File: config.mk
export PLATFORM = sky130hd
export DESIGN_NAME = i2c_m_arb
export DESIGN_NICKNAME = d
export VERILOG_FILES = /design/src/rtl/i2c_m_arb.sv
export SDC_FILE = /design/constraint.sdc
export NUM_CORES = 1
export LEC_CHECK = 0
export ABC_AREA = 1
export CAP_MARGIN = 20
export CORE_MARGIN = 1.5
export CORE_UTILIZATION = 40
export DETAILED_ROUTE_END_ITERATION = 16
export DONT_BUFFER_PORTS = 1
export SLEW_MARGIN = 20
export SYNTH_ARGS = -nofsm -noshare
export SYNTH_HDL_FRONTEND = slang
export SYNTH_SLANG_ARGS = --single-unit
File: constraint.sdc
create_clock -name clk -period 4.4 [get_ports clk]
set_input_delay 0 -clock clk [delete_from_list [all_inputs] [get_ports clk]]
set_output_delay 0 -clock clk [all_outputs]
set_load 0.005 [all_outputs]
File: src/rtl/i2c_m_arb.sv
`default_nettype none
// =====================================================================
// Module   : i2c_m_arb
// Purpose  : Round-robin arbiter sharing one I2C master between two
//            requesters, with start and busy watchdogs.
// Revision : 1.0 - initial release
// =====================================================================
module i2c_m_arb #(
    parameter int START_TO = 16,
    parameter int BUSY_TO  = 200000,
    parameter int CNT_W    = 18
) (
    input  logic        clk,
    input  logic        rstb,
    input  logic        req0_valid,
    input  logic        req0_rw,
    input  logic [6:0]  req0_adr,
    input  logic [31:0] req0_wr_data,
    input  logic [2:0]  req0_wr_bytes,
    input  logic [2:0]  req0_rd_bytes,
    output logic        req0_ack,
    output logic [31:0] req0_rd_data,
    output logic        req0_rd_data_en,
    output logic        req0_done,
    output logic        req0_err,
    input  logic        req1_valid,
    input  logic        req1_rw,
    input  logic [6:0]  req1_adr,
    input  logic [31:0] req1_wr_data,
    input  logic [2:0]  req1_wr_bytes,
    input  logic [2:0]  req1_rd_bytes,
    output logic        req1_ack,
    output logic [31:0] req1_rd_data,
    output logic        req1_rd_data_en,
    output logic        req1_done,
    output logic        req1_err,
    output logic        m_wr,
    output logic        m_rd,
    output logic [6:0]  m_adr,
    output logic [31:0] m_wr_data,
    output logic [2:0]  m_wr_bytes,
    output logic [2:0]  m_rd_bytes,
    input  logic [31:0] m_rd_data,
    input  logic        m_rd_data_en,
    input  logic        m_busy
);

    typedef enum logic [2:0] {
        S_IDLE       = 3'd0,
        S_ISSUE      = 3'd1,
        S_WAIT_START = 3'd2,
        S_WAIT_DONE  = 3'd3,
        S_FINISH     = 3'd4
    } state_t;

    localparam logic [CNT_W-1:0] c_start_last = CNT_W'(START_TO - 1);
    localparam logic [CNT_W-1:0] c_busy_last  = CNT_W'(BUSY_TO - 1);

    state_t            r_state;
    logic              r_owner;
    logic              r_prio;
    logic              r_bto;
    logic [CNT_W-1:0]  r_cnt;

    logic              w_sel;
    logic              w_rw;
    logic [6:0]        w_adr;
    logic [31:0]       w_wr_data;
    logic [2:0]        w_wr_bytes;
    logic [2:0]        w_rd_bytes;
    logic              w_in_txn;

    // On a tie the priority pointer decides; otherwise the lone requester wins.
    always_comb begin
        w_sel      = (req0_valid && req1_valid) ? r_prio : req1_valid;
        w_rw       = w_sel ? req1_rw       : req0_rw;
        w_adr      = w_sel ? req1_adr      : req0_adr;
        w_wr_data  = w_sel ? req1_wr_data  : req0_wr_data;
        w_wr_bytes = w_sel ? req1_wr_bytes : req0_wr_bytes;
        w_rd_bytes = w_sel ? req1_rd_bytes : req0_rd_bytes;
        w_in_txn   = (r_state == S_WAIT_START) || (r_state == S_WAIT_DONE);
    end

    always_ff @(posedge clk or negedge rstb) begin
        if (!rstb) begin
            r_state         <= S_IDLE;
            r_owner         <= 1'b0;
            r_prio          <= 1'b0;
            r_bto           <= 1'b0;
            r_cnt           <= '0;
            req0_ack        <= 1'b0;
            req0_rd_data    <= '0;
            req0_rd_data_en <= 1'b0;
            req0_done       <= 1'b0;
            req0_err        <= 1'b0;
            req1_ack        <= 1'b0;
            req1_rd_data    <= '0;
            req1_rd_data_en <= 1'b0;
            req1_done       <= 1'b0;
            req1_err        <= 1'b0;
            m_wr            <= 1'b0;
            m_rd            <= 1'b0;
            m_adr           <= '0;
            m_wr_data       <= '0;
            m_wr_bytes      <= '0;
            m_rd_bytes      <= '0;
        end else begin
            m_wr            <= 1'b0;
            m_rd            <= 1'b0;
            req0_ack        <= 1'b0;
            req1_ack        <= 1'b0;
            req0_done       <= 1'b0;
            req1_done       <= 1'b0;
            req0_err        <= 1'b0;
            req1_err        <= 1'b0;
            req0_rd_data_en <= 1'b0;
            req1_rd_data_en <= 1'b0;

            case (r_state)
                S_IDLE: begin
                    if (req0_valid || req1_valid) begin
                        r_owner    <= w_sel;
                        r_prio     <= ~w_sel;
                        m_adr      <= w_adr;
                        m_wr_data  <= w_wr_data;
                        m_wr_bytes <= w_wr_bytes;
                        m_rd_bytes <= w_rd_bytes;
                        m_wr       <= ~w_rw;
                        m_rd       <= w_rw;
                        req0_ack   <= ~w_sel;
                        req1_ack   <= w_sel;
                        r_state    <= S_ISSUE;
                    end
                end
                S_ISSUE: begin
                    r_cnt   <= '0;
                    r_state <= S_WAIT_START;
                end
                S_WAIT_START: begin
                    if (m_busy) begin
                        r_cnt   <= '0;
                        r_state <= S_WAIT_DONE;
                    end else if (r_cnt == c_start_last) begin
                        req0_done <= ~r_owner;
                        req1_done <= r_owner;
                        req0_err  <= ~r_owner;
                        req1_err  <= r_owner;
                        r_state   <= S_FINISH;
                    end else begin
                        r_cnt <= r_cnt + 1'b1;
                    end
                end
                S_WAIT_DONE: begin
                    if (!m_busy) begin
                        req0_done <= ~r_owner;
                        req1_done <= r_owner;
                        r_state   <= S_FINISH;
                    end else if (r_cnt == c_busy_last) begin
                        req0_done <= ~r_owner;
                        req1_done <= r_owner;
                        req0_err  <= ~r_owner;
                        req1_err  <= r_owner;
                        r_bto     <= 1'b1;
                        r_state   <= S_FINISH;
                    end else begin
                        r_cnt <= r_cnt + 1'b1;
                    end
                end
                S_FINISH: begin
                    // A hung master keeps us here so no new command overlaps it.
                    if (!(r_bto && m_busy)) begin
                        r_bto   <= 1'b0;
                        r_state <= S_IDLE;
                    end
                end
                default: r_state <= S_IDLE;
            endcase

            if (w_in_txn && m_rd_data_en) begin
                if (r_owner) begin
                    req1_rd_data_en <= 1'b1;
                    req1_rd_data    <= m_rd_data;
                end else begin
                    req0_rd_data_en <= 1'b1;
                    req0_rd_data    <= m_rd_data;
                end
            end
        end
    end

endmodule
`default_nettype wire
## After elaboration in Yosys (flattened, before gate mapping)

Cells that the tools add are included.

| word-level totals | value |
|---|---|
| flip-flop bits (word level) | 143 |

| operators by class | value |
|---|---|
| add/sub/neg operators | 1 |
| eq/ne operators | 14 |
| mux-type cells | 48 |
| bitwise operators | 3 |
| reduce and logical (&&, ||, !) cells | 14 |

Operator list:

| kind | count |
|---|---|
| $mux 18 | 4 |
| $pmux 18 s3 | 1 |
| $mux 32 | 1 |
| $mux 1 | 27 |
| $mux 3 | 8 |
| $add 18x1->18 const B | 1 |
| $eq 18x18->1 const B | 1 |
| $eq 18x4->1 const B | 1 |
| $pmux 3 s5 | 1 |
| $reduce_and 4->1 | 3 |
| $pmux 1 s2 | 5 |
| $ne 2x2->1 const B | 4 |
| $mux 7 | 1 |
| $eq 3x2->1 const B | 2 |
| $ne 3x2->1 const B | 2 |
| $reduce_and 2->1 | 3 |
| $eq 3x1->1 const B | 1 |
| $eq 3x3->1 const B | 1 |
| $logic_and 1x1->1 | 3 |
| $logic_not 3->1 | 1 |
| $ne 3x3->1 const B | 1 |
| $not 1->1 | 3 |
| $reduce_bool 3->1 | 1 |
| $logic_or 1x1->1 | 2 |
| 2 further kinds | 2 |

## Depth between registers and ports, before layout

| logic depth | value |
|---|---|
| depth after elaboration | 6 |
| gate-level depth with buffers | 11 |
| mapped depth without buffers | 11 |

## Least setup slack after synthesis

OpenSTA, ideal clock, no wires.

| timing path | value |
|---|---|
| kind | register to register |
| start point | register r_cnt[0] |
| end point | register r_cnt[9] |
| library setup time | 0.117 ns |
| arrival | 1.386 ns |
| data required time | 4.283 ns |
| path slack | 2.897 ns |
| cell stages (with the launch flop) | 10 |
| buffers on the path | 1 |
| path through | dfrtp_1 -> ha_1 -> nand3_2 -> nor2_1 -> nand3_2 -> nand2_2 -> nand3_4 -> buf_6 -> nand2_1 -> nand2_1 |

| on the way | value |
|---|---|
| longest elaborated chain between the ends | 4 |

Ends and longest elaborated chain:

| what | RTL line | RTL |
|---|---|---|
| from (decl) | 63 | `logic [CNT_W-1:0] r_cnt;` |
| from (signal assigned) | 150 | `r_cnt <= r_cnt + 1'b1;` |
| from (signal assigned) | 166 | `r_cnt <= r_cnt + 1'b1;` |
| $add 18x1->18 | 150, 166 |  |
| $mux 18, on equally long branches | 158, 143 |  |
| $mux 18, on equally long branches | 154, 140 |  |
| $pmux 18 s3 | 119 | `case (r_state)` |

Several ways; a longest one is shown, not always the timed one. The select of a mux whose other input is x is not followed.
A chain may end at the register's enable or synchronous reset.

## Final worst setup path

| timing path | value |
|---|---|
| start point | register r_prio |
| end point | register m_rd |

| on the way | value |
|---|---|
| longest elaborated chain between the ends | 4 |

Ends and longest elaborated chain:

| what | RTL line | RTL |
|---|---|---|
| from (decl) | 61 | `logic r_prio;` |
| from (signal assigned) | 123 | `r_prio <= ~w_sel;` |
| $mux 1 | 75 | `w_sel = (req0_valid && req1_valid) ? r_prio : req1_valid;` |
| $mux 1 | 76 | `w_rw = w_sel ? req1_rw : req0_rw;` |
| $mux 1 | 121 | `if (req0_valid \|\| req1_valid) begin` |
| $mux 1 | 119 |  |
| to (signal assigned) | 129 | `m_rd <= w_rw;` |
| to (decl) | 38 | `output logic m_rd,` |

Every way passes these cells.

==> results_dict.tcl <==
set metrics [dict create \
    wl_per_cell_microns 16.2 \
    place.gp.congestion 0.785 \
    cts.repair.resized 0 \
    syn-cell-area_sq_um 6480 \
    routed_wirelength_microns 18400 \
    tns_ns 0 \
    r2r_setup_slack_ns 1.00 \
    path_class "flip-flop to flip-flop" \
    postRouteAntennaNets 0 \
    cts_sinks 143 \
    p_per_area_nw_per_um2 649 \
    power_leakage_nw 4.03 \
    start_util_pct 40.9 \
    whs_ns 0.195 \
    insertion_delay_ns 0.42 \
    clkTransAtPathRegs_ns 0.06 \
    synthFlopType "dfrtp_1" \
    h-tree-depth 4 \
    drive_gt1_share_pct 6.32 \
    drc 0 \
    rsz0062_at_grt "no" \
    grt_usage_pct 21.5 \
    yosysSeqAreaShare_pct 55.2 \
    maxSlewHeadroom_pct 28.6 \
    rr_endpoint "m_rd" \
    maxCapViolCount 0 \
    async_reset_ff_share_pct 100 \
    worstPathRequired_ns 4.67 \
    postSynthCellCount 790 \
    cp-start-kind "flip-flop" \
    period_needed_ns 3.40 \
    critPathLaunch "r_prio" \
    grt_pass1_wl_microns 28200 \
    finClkSkew_ns 0.0101 \
    die_w_microns 130 \
    cts_buffers 17 \
    avgSynthCellArea_sq_um 8.20 \
    num_rows 46 \
    fin_crit_sh_pct 77.2 \
    synth_cell_types 33 \
    syn_nets 921 \
    critPathCaptureType "flip-flop" \
    ir_drop_uv 327 \
    tightestPinTransition_ns 1.06 \
    cp_max_fo 43 \
    hold_violations 0 \
    fmax_ghz 0.294 \
    antenna_cells 0 \
    cp_cell_sequence "inv_1 > nand2_1 > nand2_1 > buf_4 > clkinv_1 > or2_2 > o21ai_0 > dlygate4sd3_1 > nor2_1" \
    grt_pass1_vias 5666 \
    portBuffers 0 \
    maxSlewViolCount 0 \
    area_growth_pct 31.2 \
    antenna_found_initial 0 \
    arrival_ns 3.67 \
    grt_max_degree 144 \
    overflow 0 \
    cpMaxStageDelayCell "clkinv_1" \
    cts_tree "yes" \
    setup_viol 0 \
    io_pins 249 \
    r2r-start "r_prio" \
    fin_nets 1036 \
    cts_buffer_depth 2 \
    drt_first_pass_iters 5 \
    dieArea_sq_um 17000 \
    synth-seq-cells 143 \
    max_stage_delay_ns 0.98 \
    via_per_inst 5.07 \
    hp-class "input pin to asynchronous set/reset pin" \
    synth-edff-count 0 \
    core_area_sq_um 15800 \
    dp_hpwl_microns 11100 \
    drt_iter0_markers 343 \
    r2r_cells 9 \
    nFillCells 1462 \
    root_buffer "clkbuf_16" \
    cpMostUsedCell "nand2_1" \
    die_h_microns 130 \
    vias 5752 \
    status "completed" \
    yosys_warnings 0 \
]
final cells by class:
| class | count | area (sq um) | share of cell area, % |
|---|---|---|---|
| flip-flops and latches | 143 | 3580 | 42.1 |
| multi-input cells | 542 | 2450 | 28.8 |
| repair buffers | 132 | 1330 | 15.7 |
| clock buffers | 23 | 488 | 5.74 |
| well taps | 216 | 270 | 3.18 |
| inverters | 69 | 259 | 3.05 |
| clock inverters | 9 | 120 | 1.41 |
repair_timing:
item                                   4_1_cts  5_1_grt
endpoints found under the hold margin      277        0
hold buffers                               130        0
buffers inserted                             0        0
synthesized netlist by cell type (4+ instances only):
library cell | number | area share [%]
a21oi_1 | 4 | 0.31
buf_2 | 7 | 0.54
clkbuf_1 | 22 | 1.3
dfrtp_1 | 143 | 55
inv_1 | 63 | 3.7
inv_2 | 6 | 0.35
nand2_1 | 216 | 13
nand2_2 | 4 | 0.39
nand3_1 | 19 | 1.5
nand4_1 | 22 | 2.1
nor2_1 | 100 | 5.8
nor2_2 | 7 | 0.68
o21ai_0 | 144 | 11
o21ai_1 | 5 | 0.39
worst max path at each step:
stage	to	depth (start not counted)
floorplan	r_cnt[9]	9
global placement	m_wr	9
detailed placement	m_wr	9
CTS	m_rd	9
global route	m_wr	10
finish	m_rd	9
placed cells by master (no fill, tap or decap), types with 5 or more instances in the layout:
| cell | count |
|---|---|
| nor2_2 | 7 |
| nor2_1 | 100 |
| dlygate4sd3_1 | 129 |
| clkbuf_16 | 17 |
| inv_6 | 5 |
| dfrtp_1 | 143 |
| inv_2 | 6 |
| nand4_1 | 22 |
| inv_1 | 62 |
| nand3_1 | 19 |
| nand2_1 | 216 |
| o21ai_0 | 144 |
| o21ai_1 | 5 |
power by group:
part,internal (W),leakage [nW],switching [W]
clock network,0.000906,0.296,0.000573
logic,0.000774,1.92,0.000941
registers,0.00185,1.81,0.000469
total,0.00353,4.03,0.00198
kinds of logic (layout without fill, tap and decap cells):
group,after synthesis,count (layout),synth area share (%)
AND/OR/NAND/NOR,379,379,24.5
AO/OA/AOI/OAI,158,158,12.5
flip-flops,143,143,55.2
buffers and inverters,105,233,6.99
XOR/XNOR,4,4,0.541
adder cells (fa/ha/maj),1,1,0.193
through the flow:
stage | instance area (sq um) | setup slack, ns | util, % | total power, W | instances
3_3_place_gp | 6570 | 2.04 | 41.5 | 0.00347 | 972
5_1_grt | 8500 | 0.832 | 53.7 | 0.00590 | 1134
4_1_cts | 8500 | 1.47 | 53.7 | 0.00549 | 1134
6_report | 8500 | 1.00 | 53.7 | 0.00552 | 1134
2_1_floorplan | 6480 | 2.90 | - | 0.00315 | 790
3_5_place_dp | 6570 | 2.00 | 41.5 | 0.00350 | 972
flip-flops by register name (all words and copies together), names as in the netlist, 3 cells and up:
signal / count
m_wr_data: 32
req0_rd_data: 32
req1_rd_data: 32
r_cnt: 18
m_adr: 7
m_rd_bytes: 3
m_wr_bytes: 3
r_state: 3
worst max-delay path, delay by kind of cell (launching register included):
family                 cells  cell delay [ns]
AOI/OAI and AO/OA          1             0.07
DFF                        1             0.36
buffers and inverters      4             2.04
and+or+nand+nor            4             0.77
layer usage:
| metal | GRT usage, % | vias up | part of all wire, % |
|---|---|---|---|
| met4 | 9.61 | 0 | 3.2 |
| met5 | 0 | - | 0 |
| li1 | - | 2759 | - |
| met1 | 26.0 | 2691 | 40 |
| met2 | 35.0 | 250 | 49 |
| met3 | 7.22 | 52 | 8.3 |
(Power assumes the default switching activity.)
